--- src/rtl/receiver_pkg.sv ---
`default_nettype none
// ============================================================================
// Module   : receiver_pkg
// Purpose  : Shared types and constants for the receiver deframer.
// Revision : 1.0 - initial release
// ============================================================================
package receiver_pkg;

    // Deframer states: hunting for sync, then walking the frame fields.
    typedef enum logic [1:0] {
        ST_HUNT    = 2'd0,
        ST_LEN     = 2'd1,
        ST_PAYLOAD = 2'd2,
        ST_CRC     = 2'd3
    } rx_state_e;

    // CRC-8 generator x^8 + x^2 + x + 1, non-reflected.
    localparam logic [7:0]  CRC8_POLY         = 8'h07;

    // Frame sync pattern, compared MSB-first.
    localparam logic [15:0] DEFAULT_SYNC_WORD = 16'hB4C3;

endpackage
`default_nettype wire

--- src/rtl/receiver_deframer_crc8.sv ---
`default_nettype none
// ============================================================================
// Module   : crc8_update
// Purpose  : Combinational single-byte CRC-8 step (MSB-first, no reflection).
// Revision : 1.0 - initial release
// ============================================================================
module crc8_update
    import receiver_pkg::*;
(
    input  logic [7:0] crc_in,
    input  logic [7:0] data_in,
    output logic [7:0] crc_out
);

    logic [7:0] crc_work;

    // Fold the byte into the running CRC, then clock the register 8 times.
    always_comb begin
        crc_work = crc_in ^ data_in;
        for (int i = 0; i < 8; i++) begin
            if (crc_work[7]) begin
                crc_work = {crc_work[6:0], 1'b0} ^ CRC8_POLY;
            end else begin
                crc_work = {crc_work[6:0], 1'b0};
            end
        end
        crc_out = crc_work;
    end

endmodule
`default_nettype wire

--- src/rtl/receiver_deframer.sv ---
`default_nettype none
// ============================================================================
// Module   : receiver_deframer
// Purpose  : Hunts for a 16-bit sync word in a dibit stream, then extracts
//            LEN, LEN payload bytes and a CRC-8 byte, flagging errors.
// Revision : 1.0 - initial release
// ============================================================================
module receiver_deframer
    import receiver_pkg::*;
#(
    parameter logic [15:0] SYNC_WORD = DEFAULT_SYNC_WORD,
    parameter int unsigned TIMEOUT   = 64
) (
    input  logic       sys_clk,
    input  logic       reset,
    input  logic       is_receive,
    input  logic [1:0] sym_in,
    input  logic       sym_valid,
    output logic [7:0] rx_data,
    output logic       rx_valid,
    output logic       frame_start,
    output logic       frame_done,
    output logic       crc_ok,
    output logic       has_error
);

    // Idle counter runs 0..TIMEOUT-1; reaching the last value while idle aborts.
    localparam int             TO_W    = (TIMEOUT > 1) ? $clog2(TIMEOUT) : 1;
    localparam logic [TO_W-1:0] TO_LAST = TO_W'(TIMEOUT - 1);

    rx_state_e        state_q,       state_d;
    // Only the 7 most recent dibits are stored; the live dibit completes the
    // 16-bit comparison window, so a match is seen on the 8th sync dibit.
    logic [13:0]      sync_shift_q,  sync_shift_d;
    logic [1:0]       dibit_cnt_q,   dibit_cnt_d;
    logic [5:0]       acc_q,         acc_d;
    logic [7:0]       len_q,         len_d;
    logic [7:0]       byte_cnt_q,    byte_cnt_d;
    logic [7:0]       crc_q,         crc_d;
    logic [TO_W-1:0]  idle_cnt_q,    idle_cnt_d;
    logic [7:0]       rx_data_q,     rx_data_d;
    logic             rx_valid_q,    rx_valid_d;
    logic             frame_start_q, frame_start_d;
    logic             frame_done_q,  frame_done_d;
    logic             crc_ok_q,      crc_ok_d;
    logic             has_error_q,   has_error_d;

    logic [15:0]      sync_window;
    logic [7:0]       byte_now;
    logic [7:0]       crc_next;

    assign sync_window = {sync_shift_q, sym_in};
    assign byte_now    = {acc_q, sym_in};

    crc8_update u_crc8 (
        .crc_in  (crc_q),
        .data_in (byte_now),
        .crc_out (crc_next)
    );

    // Next-state and output decode; only sym_valid cycles move the datapath.
    always_comb begin
        state_d       = state_q;
        sync_shift_d  = sync_shift_q;
        dibit_cnt_d   = dibit_cnt_q;
        acc_d         = acc_q;
        len_d         = len_q;
        byte_cnt_d    = byte_cnt_q;
        crc_d         = crc_q;
        idle_cnt_d    = idle_cnt_q;
        rx_data_d     = rx_data_q;
        rx_valid_d    = 1'b0;
        frame_start_d = 1'b0;
        frame_done_d  = 1'b0;
        crc_ok_d      = crc_ok_q;
        has_error_d   = has_error_q;

        if (state_q == ST_HUNT) begin
            if (sym_valid) begin
                sync_shift_d = sync_window[13:0];
                if (is_receive && (sync_window == SYNC_WORD)) begin
                    state_d       = ST_LEN;
                    frame_start_d = 1'b1;
                    has_error_d   = 1'b0;
                    crc_ok_d      = 1'b0;
                    sync_shift_d  = '0;
                    dibit_cnt_d   = '0;
                    acc_d         = '0;
                    crc_d         = '0;
                    byte_cnt_d    = '0;
                    idle_cnt_d    = '0;
                end
            end
        end else begin
            if (!is_receive) begin
                state_d = ST_HUNT;
            end else if (sym_valid) begin
                idle_cnt_d  = '0;
                acc_d       = byte_now[5:0];
                dibit_cnt_d = dibit_cnt_q + 2'd1;
                if (dibit_cnt_q == 2'd3) begin
                    case (state_q)
                        ST_LEN: begin
                            len_d      = byte_now;
                            crc_d      = crc_next;
                            byte_cnt_d = '0;
                            state_d    = (byte_now == 8'd0) ? ST_CRC : ST_PAYLOAD;
                        end
                        ST_PAYLOAD: begin
                            rx_data_d  = byte_now;
                            rx_valid_d = 1'b1;
                            crc_d      = crc_next;
                            byte_cnt_d = byte_cnt_q + 8'd1;
                            if ((byte_cnt_q + 8'd1) == len_q) begin
                                state_d = ST_CRC;
                            end
                        end
                        default: begin
                            frame_done_d = 1'b1;
                            crc_ok_d     = (byte_now == crc_q);
                            if (byte_now != crc_q) begin
                                has_error_d = 1'b1;
                            end
                            state_d = ST_HUNT;
                        end
                    endcase
                end
            end else if (idle_cnt_q == TO_LAST) begin
                has_error_d = 1'b1;
                state_d     = ST_HUNT;
            end else begin
                idle_cnt_d = idle_cnt_q + 1'b1;
            end

            // Every return to HUNT starts the sync search from a clean slate.
            if (state_d == ST_HUNT) begin
                sync_shift_d = '0;
                dibit_cnt_d  = '0;
                acc_d        = '0;
                idle_cnt_d   = '0;
            end
        end
    end

    // State and output registers with synchronous reset.
    always_ff @(posedge sys_clk) begin
        if (reset) begin
            state_q       <= ST_HUNT;
            sync_shift_q  <= '0;
            dibit_cnt_q   <= '0;
            acc_q         <= '0;
            len_q         <= '0;
            byte_cnt_q    <= '0;
            crc_q         <= '0;
            idle_cnt_q    <= '0;
            rx_data_q     <= '0;
            rx_valid_q    <= 1'b0;
            frame_start_q <= 1'b0;
            frame_done_q  <= 1'b0;
            crc_ok_q      <= 1'b0;
            has_error_q   <= 1'b0;
        end else begin
            state_q       <= state_d;
            sync_shift_q  <= sync_shift_d;
            dibit_cnt_q   <= dibit_cnt_d;
            acc_q         <= acc_d;
            len_q         <= len_d;
            byte_cnt_q    <= byte_cnt_d;
            crc_q         <= crc_d;
            idle_cnt_q    <= idle_cnt_d;
            rx_data_q     <= rx_data_d;
            rx_valid_q    <= rx_valid_d;
            frame_start_q <= frame_start_d;
            frame_done_q  <= frame_done_d;
            crc_ok_q      <= crc_ok_d;
            has_error_q   <= has_error_d;
        end
    end

    assign rx_data     = rx_data_q;
    assign rx_valid    = rx_valid_q;
    assign frame_start = frame_start_q;
    assign frame_done  = frame_done_q;
    assign crc_ok      = crc_ok_q;
    assign has_error   = has_error_q;

endmodule
`default_nettype wire

--- config.mk ---
export PLATFORM = sky130hd
export DESIGN_NAME = receiver_deframer
export DESIGN_NICKNAME = d
export VERILOG_FILES = /design/src/rtl/receiver_pkg.sv /design/src/rtl/receiver_deframer_crc8.sv /design/src/rtl/receiver_deframer.sv
export SDC_FILE = /design/constraint.sdc
export NUM_CORES = 1
export LEC_CHECK = 0
export BUFFER_PORTS_ARGS = -buffer_cell sky130_fd_sc_hd__buf_2
export CORE_MARGIN = 5
export CORE_UTILIZATION = 48
export DETAILED_ROUTE_END_ITERATION = 7
export GPL_TIMING_DRIVEN = 0
export HOLD_SLACK_MARGIN = 0.15
export PLACE_DENSITY = 0.69
export SLEW_MARGIN = 20
export SYNTH_ARGS = -nofsm -noshare
export SYNTH_HDL_FRONTEND = slang
export SYNTH_SLANG_ARGS = --single-unit
--- constraint.sdc ---
create_clock -name sys_clk -period 2.9 [get_ports sys_clk]
set_input_delay 0.435 -clock sys_clk [delete_from_list [all_inputs] [get_ports sys_clk]]
set_output_delay 0.435 -clock sys_clk [all_outputs]
set_load 0.05 [all_outputs]
==> results of run 1 <==
[critical path: cells and delay by family, from the launching register on]
| family | cells | cell delay [ns] |
|---|---|---|
| DFF | 1 | 0.37 |
| buffers and inverters | 2 | 0.61 |
| adders and majority gates | 1 | 0.28 |
| AOI/OAI and AO/OA | 2 | 0.53 |
| and+or+nand+nor | 3 | 0.65 |
[per-stage QoR]
stage          total power, W  cells  util (%)  instance area, sq um  worst slack, ns
2_1_floorplan       0.0009828    382         -                  3313           0.7494
3_3_place_gp         0.001003    478     51.70                  3493           0.3958
3_5_place_dp         0.001003    478     51.70                  3493           0.3720
4_1_cts              0.001733    492     54.39                  3675           0.3553
5_1_grt              0.001783    492     54.39                  3675           0.1272
6_report             0.001720    492     54.39                  3675           0.3013
[Yosys cell counts (all sizes together) (8+ instances only)]
| cell type | n |
|---|---|
| a22o | 21 |
| o21ai | 11 |
| ha | 10 |
| dfxtp | 67 |
| a21oi | 34 |
| a311oi | 8 |
| nand3 | 28 |
| nor3 | 9 |
| xnor2 | 17 |
| inv | 8 |
| clkbuf | 14 |
| nor2 | 29 |
| nand2 | 44 |
| xor2 | 11 |
[cell families (layout without fill, tap and decap cells)]
kind of cell | after synthesis | after routing | share of synthesized area [%]
AOI/OAI and AO/OA | 101 | 101 | 22.05
xor gates and xnor gates | 28 | 28 | 7.402
adders and majority gates | 10 | 10 | 3.776
buffers and inverters | 28 | 58 | 3.399
DFF | 67 | 67 | 40.48
muxes | 5 | 5 | 1.548
and+or+nand+nor | 143 | 143 | 21.34
[cell type report]
cell class | instances | area (sq um)
timing repair buffer | 16 | 80.08
fill | 652 | 3082
clock inverter | 3 | 40.04
clock buffer | 11 | 141.4
sequential | 67 | 1341
tap | 80 | 100.1
multi-input combinational | 287 | 1859
inverter | 8 | 30.03
buffer | 20 | 82.58
[layout by cell type, fill, tap and decap left out, types with 2 or more instances in the layout]
cell,instances
dfxtp_1,67
nand2_1,43
a21oi_1,34
nor2_1,29
nand3_1,28
buf_2,22
a22o_1,21
xnor2_1,17
clkbuf_1,15
xor2_1,11
ha_1,10
clkbuf_8,10
o21ai_0,9
inv_1,8
nor3_1,8
a311oi_1,8
nand2b_1,6
a31oi_1,5
a22oi_1,5
mux2i_1,4
nor4b_1,3
a211oi_1,3
nor4_1,3
and3_1,3
nor2b_1,3
or3_1,3
and4b_1,2
nand4_1,2
a21boi_1,2
a2111oi_2,2
o21a_1,2
clkinv_2,2
[state kept, by name, indices dropped and copies added, names as in the netlist]
name / flops
acc_q: 6
byte_cnt_q: 8
crc_ok: 1
crc_q: 8
dibit_cnt_q: 2
frame_done: 1
frame_start: 1
has_error: 1
idle_cnt_q: 6
len_q: 8
rx_data: 8
rx_valid: 1
state_q: 2
sync_shift_q: 14
[worst paths after layout]
check	slack (ns)	to
setup / recovery	0.30	crc_q[3]$_SDFFE_PP0P_
hold / removal	0.45	rx_data[5]$_SDFFE_PP0P_
setup reg to reg	0.30	crc_q[3]$_SDFFE_PP0P_
hold reg to reg	0.45	rx_data[5]$_SDFFE_PP0P_
[power breakdown]
group / internal [W] / leakage, nW / switching, W
registers: 0.000923 / 0.540 / 0.00000272
logic: 0.0000164 / 0.649 / 0.0000410
clock network: 0.000408 / 0.0950 / 0.000329
[routing by layer]
metal	track usage [%]	part of all wire (%)	wire, um
met3	5.149	4.7	368
met4	8.303	2.3	180
met2	30.23	46	3629
met5	0	0	0
met1	25.14	47	3671
==> impl_metrics.toml, run 1 <==
[timing]
finalCriticalPeriod_ns = 2.599
hold_viol = 0
period_share_pct = 89.61
finClkSkew_ns = 0.008174
relSlewSlack_pct = 29.33
report.final.slew_viol_count = 0
fin_tns_setup_ns = 0
tightest_slew_ns = 1.052
finalSetupViolCount = 0
max_freq_ghz = 0.3848
holdWs_ns = 0.4513
rsz0062_at_grt = "false"

[floorplan]
die_y_um = 93.08
core_sq_um = 6756
dieArea_sq_um = 8664
io_pins = 19
start_util_pct = 49.04
die_w_um = 93.08
std_cell_rows = 30

[clock_network]
cts_hold_buf = 0
worstSkewPairLatency_ns = 0.34
cts_htree_levels = 3
cts.reportedPaths.clkPinSlew_ns = 0.07
post_cts_resized = 0
cts_tree = "built"
clock_sinks = 67
clockBufferDepth = 2
cts_made_buffers = 9
postCtsSetupBuffers = 0
root_buffer = "clkbuf_8"

[routing]
vias = 2943
wl_per_cell_um = 15.95
wirelength_mm = 7.849
drtIter0Drc = 123
remaining_drc_errors = 0
vias_per_cell = 5.982
antenna_left = 0
firstDrtPassIters = 5

[layout]
nets = 425
syn_to_final_growth_pct = 10.91
drive_gt1_share_pct = 10.92
diodes = 0

[global_routing]
grt-ovfl-total = 0
gr-usage-all-layers_pct = 19.35
antenna_found_initial = 0
grt_pass1_vias = 2822
grt_max_degree = 11
grt_pass1_wl_mm = 13.39

[placed_design]
dpl.hpwl_mm = 5.595
portBuffers = 16
place_congestion = 0.8503

[yosys]
ys_seq_area_share_pct = 40.48
yosys-top-cells-area = "dfxtp_1 40%, a22o_1 5.6%, a21oi_1 5.1%"
synth.cell_area_sq_um = 3313
yosysWarnings = 0
synth-edff-count = 0
syn-instance-count = 382
syn_nets = 398
synth_cell_types = 51
synth-async-reset-ratio_pct = 0
synthFlopType = "dfxtp_1"
syn_area_per_cell_sq_um = 8.673
synth_top_area_share_pct = 40.48
ys_ff_latch = 67
yosysTopAreaCell = "dfxtp_1"

[power]
powerDensity_nw_per_um2 = 468.1
peakVddDrop_mv = 0.2559
p_leak_nw = 1.284

[worst_setup_path]
cp_cell_sequence = "inv_1 -> ha_1 -> clkbuf_1 -> nand4b_1 -> o21ai_1 -> nand3b_1 -> a22oi_1 -> nor2_1"
crit_path_top_delay_cell = "clkbuf_1"
critPathLaunchType = "flop"
critPathArrivalTime_ns = 2.80
reg2reg_depth = 8
endpoint_kind = "flop"
reg2reg_from = "state_q[1]$_SDFFE_PP0P_"
critPathMaxStageDelay_ns = 0.41
crit_fanout = 10
criticalPathCategory = "flop to flop"
critical_path_required_ns = 3.10
startpoint = "state_q[1]$_SDFFE_PP0P_"

[min_path]
hold_path_depth = 2
hold_path.class = "flop to flop"
worstHoldStart = "rx_data[5]$_SDFFE_PP0P_"

[run_status]
status = "finished clean"

[run]
drv_cap = 0
Note: power is estimated with default switching activity, not from simulation.
==> run 2: changes to the inputs <==
--- a/config.mk
+++ b/config.mk
@@ -12,6 +12,7 @@
 export GPL_TIMING_DRIVEN = 0
 export HOLD_SLACK_MARGIN = 0.15
 export PLACE_DENSITY = 0.69
+export RECOVER_POWER = 50
 export SLEW_MARGIN = 20
 export SYNTH_ARGS = -nofsm -noshare
 export SYNTH_HDL_FRONTEND = slang
==> run 2 against run 1 <==
Power down 0.12%. Final area down 0.48%. Global-route usage stayed put. Sequential power barely moved. Setup slack improved by 0.019 ns. First-iteration DRC count is 8.9% lower. Critical path type unchanged. Critical endpoint unchanged. Largest cell class unchanged.
==> impl_metrics.toml, run 2 (synthesis gave the netlist of run 1 again) <==
[clock_network]
cts_htree_levels = 3
clockBufferDepth = 2
cts_hold_buf = 0
post_cts_resized = 0
cts_tree = "built"
root_buffer = "clkbuf_8"
clock_sinks = 67
cts_made_buffers = 9
worstSkewPairLatency_ns = 0.34
cts.reportedPaths.clkPinSlew_ns = 0.07
postCtsSetupBuffers = 0

[worst_setup_path]
reg2reg_depth = 8
critPathLaunchType = "flop"
critPathArrivalTime_ns = 2.78
reg2reg_from = "state_q[1]$_SDFFE_PP0P_"
criticalPathCategory = "flop to flop"
startpoint = "state_q[1]$_SDFFE_PP0P_"
endpoint_kind = "flop"
critical_path_required_ns = 3.10
crit_fanout = 10

[layout]
drive_gt1_share_pct = 7.282
syn_to_final_growth_pct = 10.39
diodes = 0
largest-register = "sync_shift_q"
nets = 425
n_fill_cell = 654
largest_reg_flops = 14
final_cell_mix = "67 x dfxtp_1, 43 x nand2_1, 34 x a21oi_1"
mostFrequentLayoutCell = "dfxtp_1"

[global_routing]
met2_usage_pct = 30.23
grt_max_degree = 11
grt_pass1_wl_mm = 13.39
grt_pass1_vias = 2822
antenna_found_initial = 0
gr-max-usage-layer = "met2"
gr-usage-met1_pct = 25.14
gr-usage-all-layers_pct = 19.35
met3_usage_pct = 5.149
grt-ovfl-total = 0

[routing]
firstDrtPassIters = 4
antenna_left = 0
remaining_drc_errors = 0
wirelength_mm = 7.854
drtIter0Drc = 112
vias_per_cell = 5.900
vias = 2903
wl_per_cell_um = 15.96

[min_path]
worstHoldStart = "rx_data[5]$_SDFFE_PP0P_"
hold_path.class = "flop to flop"
hold_path_depth = 2

[run_status]
status = "finished clean"

[placed_design]
portBuffers = 16
place_congestion = 0.8503
dpl.hpwl_mm = 5.595

[floorplan]
start_util_pct = 49.04
die_y_um = 93.08
dieArea_sq_um = 8664
die_w_um = 93.08
io_pins = 19
core_sq_um = 6756
std_cell_rows = 30

[power]
peakVddDrop_mv = 0.2555
powerDensity_nw_per_um2 = 469.8
p_leak_nw = 1.228
power_w = 0.001718

[timing]
relSlewSlack_pct = 28.71
period_share_pct = 88.94
finalSetupViolCount = 0
finalCriticalPeriod_ns = 2.579
fin_tns_setup_ns = 0
hold_viol = 0
finClkSkew_ns = 0.005657
rsz0062_at_grt = "false"
report.final.slew_viol_count = 0
max_freq_ghz = 0.3877
tightest_slew_ns = 1.061

[run]
drv_cap = 0
[run 2: metal layers]
metal / vias up / wire length [um]
met3: 14 / 257
li1: 1438 / -
met1: 1398 / 3766
met5: - / 0
met4: 0 / 136
met2: 53 / 3694
[run 2: final timing paths]
kind	slack, ns	endpoint
worst max-delay path	0.32	crc_q[3]$_SDFFE_PP0P_
worst min-delay path	0.45	rx_data[5]$_SDFFE_PP0P_
worst min register to register	0.45	rx_data[5]$_SDFFE_PP0P_
worst max register to register	0.32	crc_q[3]$_SDFFE_PP0P_
[run 2: final cells by class]
cell class                      count  area (sq um)  share of cell area, %
Sequential cell                    67          1341                  36.67
Clock buffer                       11         141.4                  3.866
Multi-Input combinational cell    287          1859                  50.84
Inverter                            8         30.03                 0.8211
Buffer                             20         81.33                  2.224
Timing Repair Buffer               16         63.81                  1.745
Tap cell                           80         100.1                  2.737
Clock inverter                      3         40.04                  1.095
[run 2: report_power, final]
part | internal, W | switching (W) | total, W
clock network | 0.000408 | 0.000327 | 0.000736
logic | 0.0000160 | 0.0000409 | 0.0000569
registers | 0.000923 | 0.00000265 | 0.000926
total | 0.00135 | 0.000371 | 0.00172
[run 2: worst max-delay path: stages (launching register included)]
cell and delay, ns:
dfxtp_1 0.37, inv_1 0.20, ha_1 0.28, clkbuf_1 0.40, nand4b_1 0.20, o21ai_1 0.20, nand3b_1 0.39, a22oi_1 0.34
nor2_1 0.06
[run 2: metrics by stage]
stage | instances | setup WS (ns) | utilization, % | hold WS [ns] | instance area [sq um]
after floorplan | 382 | 0.7494 | - | 0.4415 | 3313
after global placement | 478 | 0.3958 | 51.70 | 0.4439 | 3493
after detailed placement | 478 | 0.3720 | 51.70 | 0.4435 | 3493
after CTS | 492 | 0.3553 | 54.39 | 0.4479 | 3675
after global routing | 492 | 0.1278 | 54.13 | 0.4619 | 3657
final | 492 | 0.3207 | 54.13 | 0.4535 | 3657
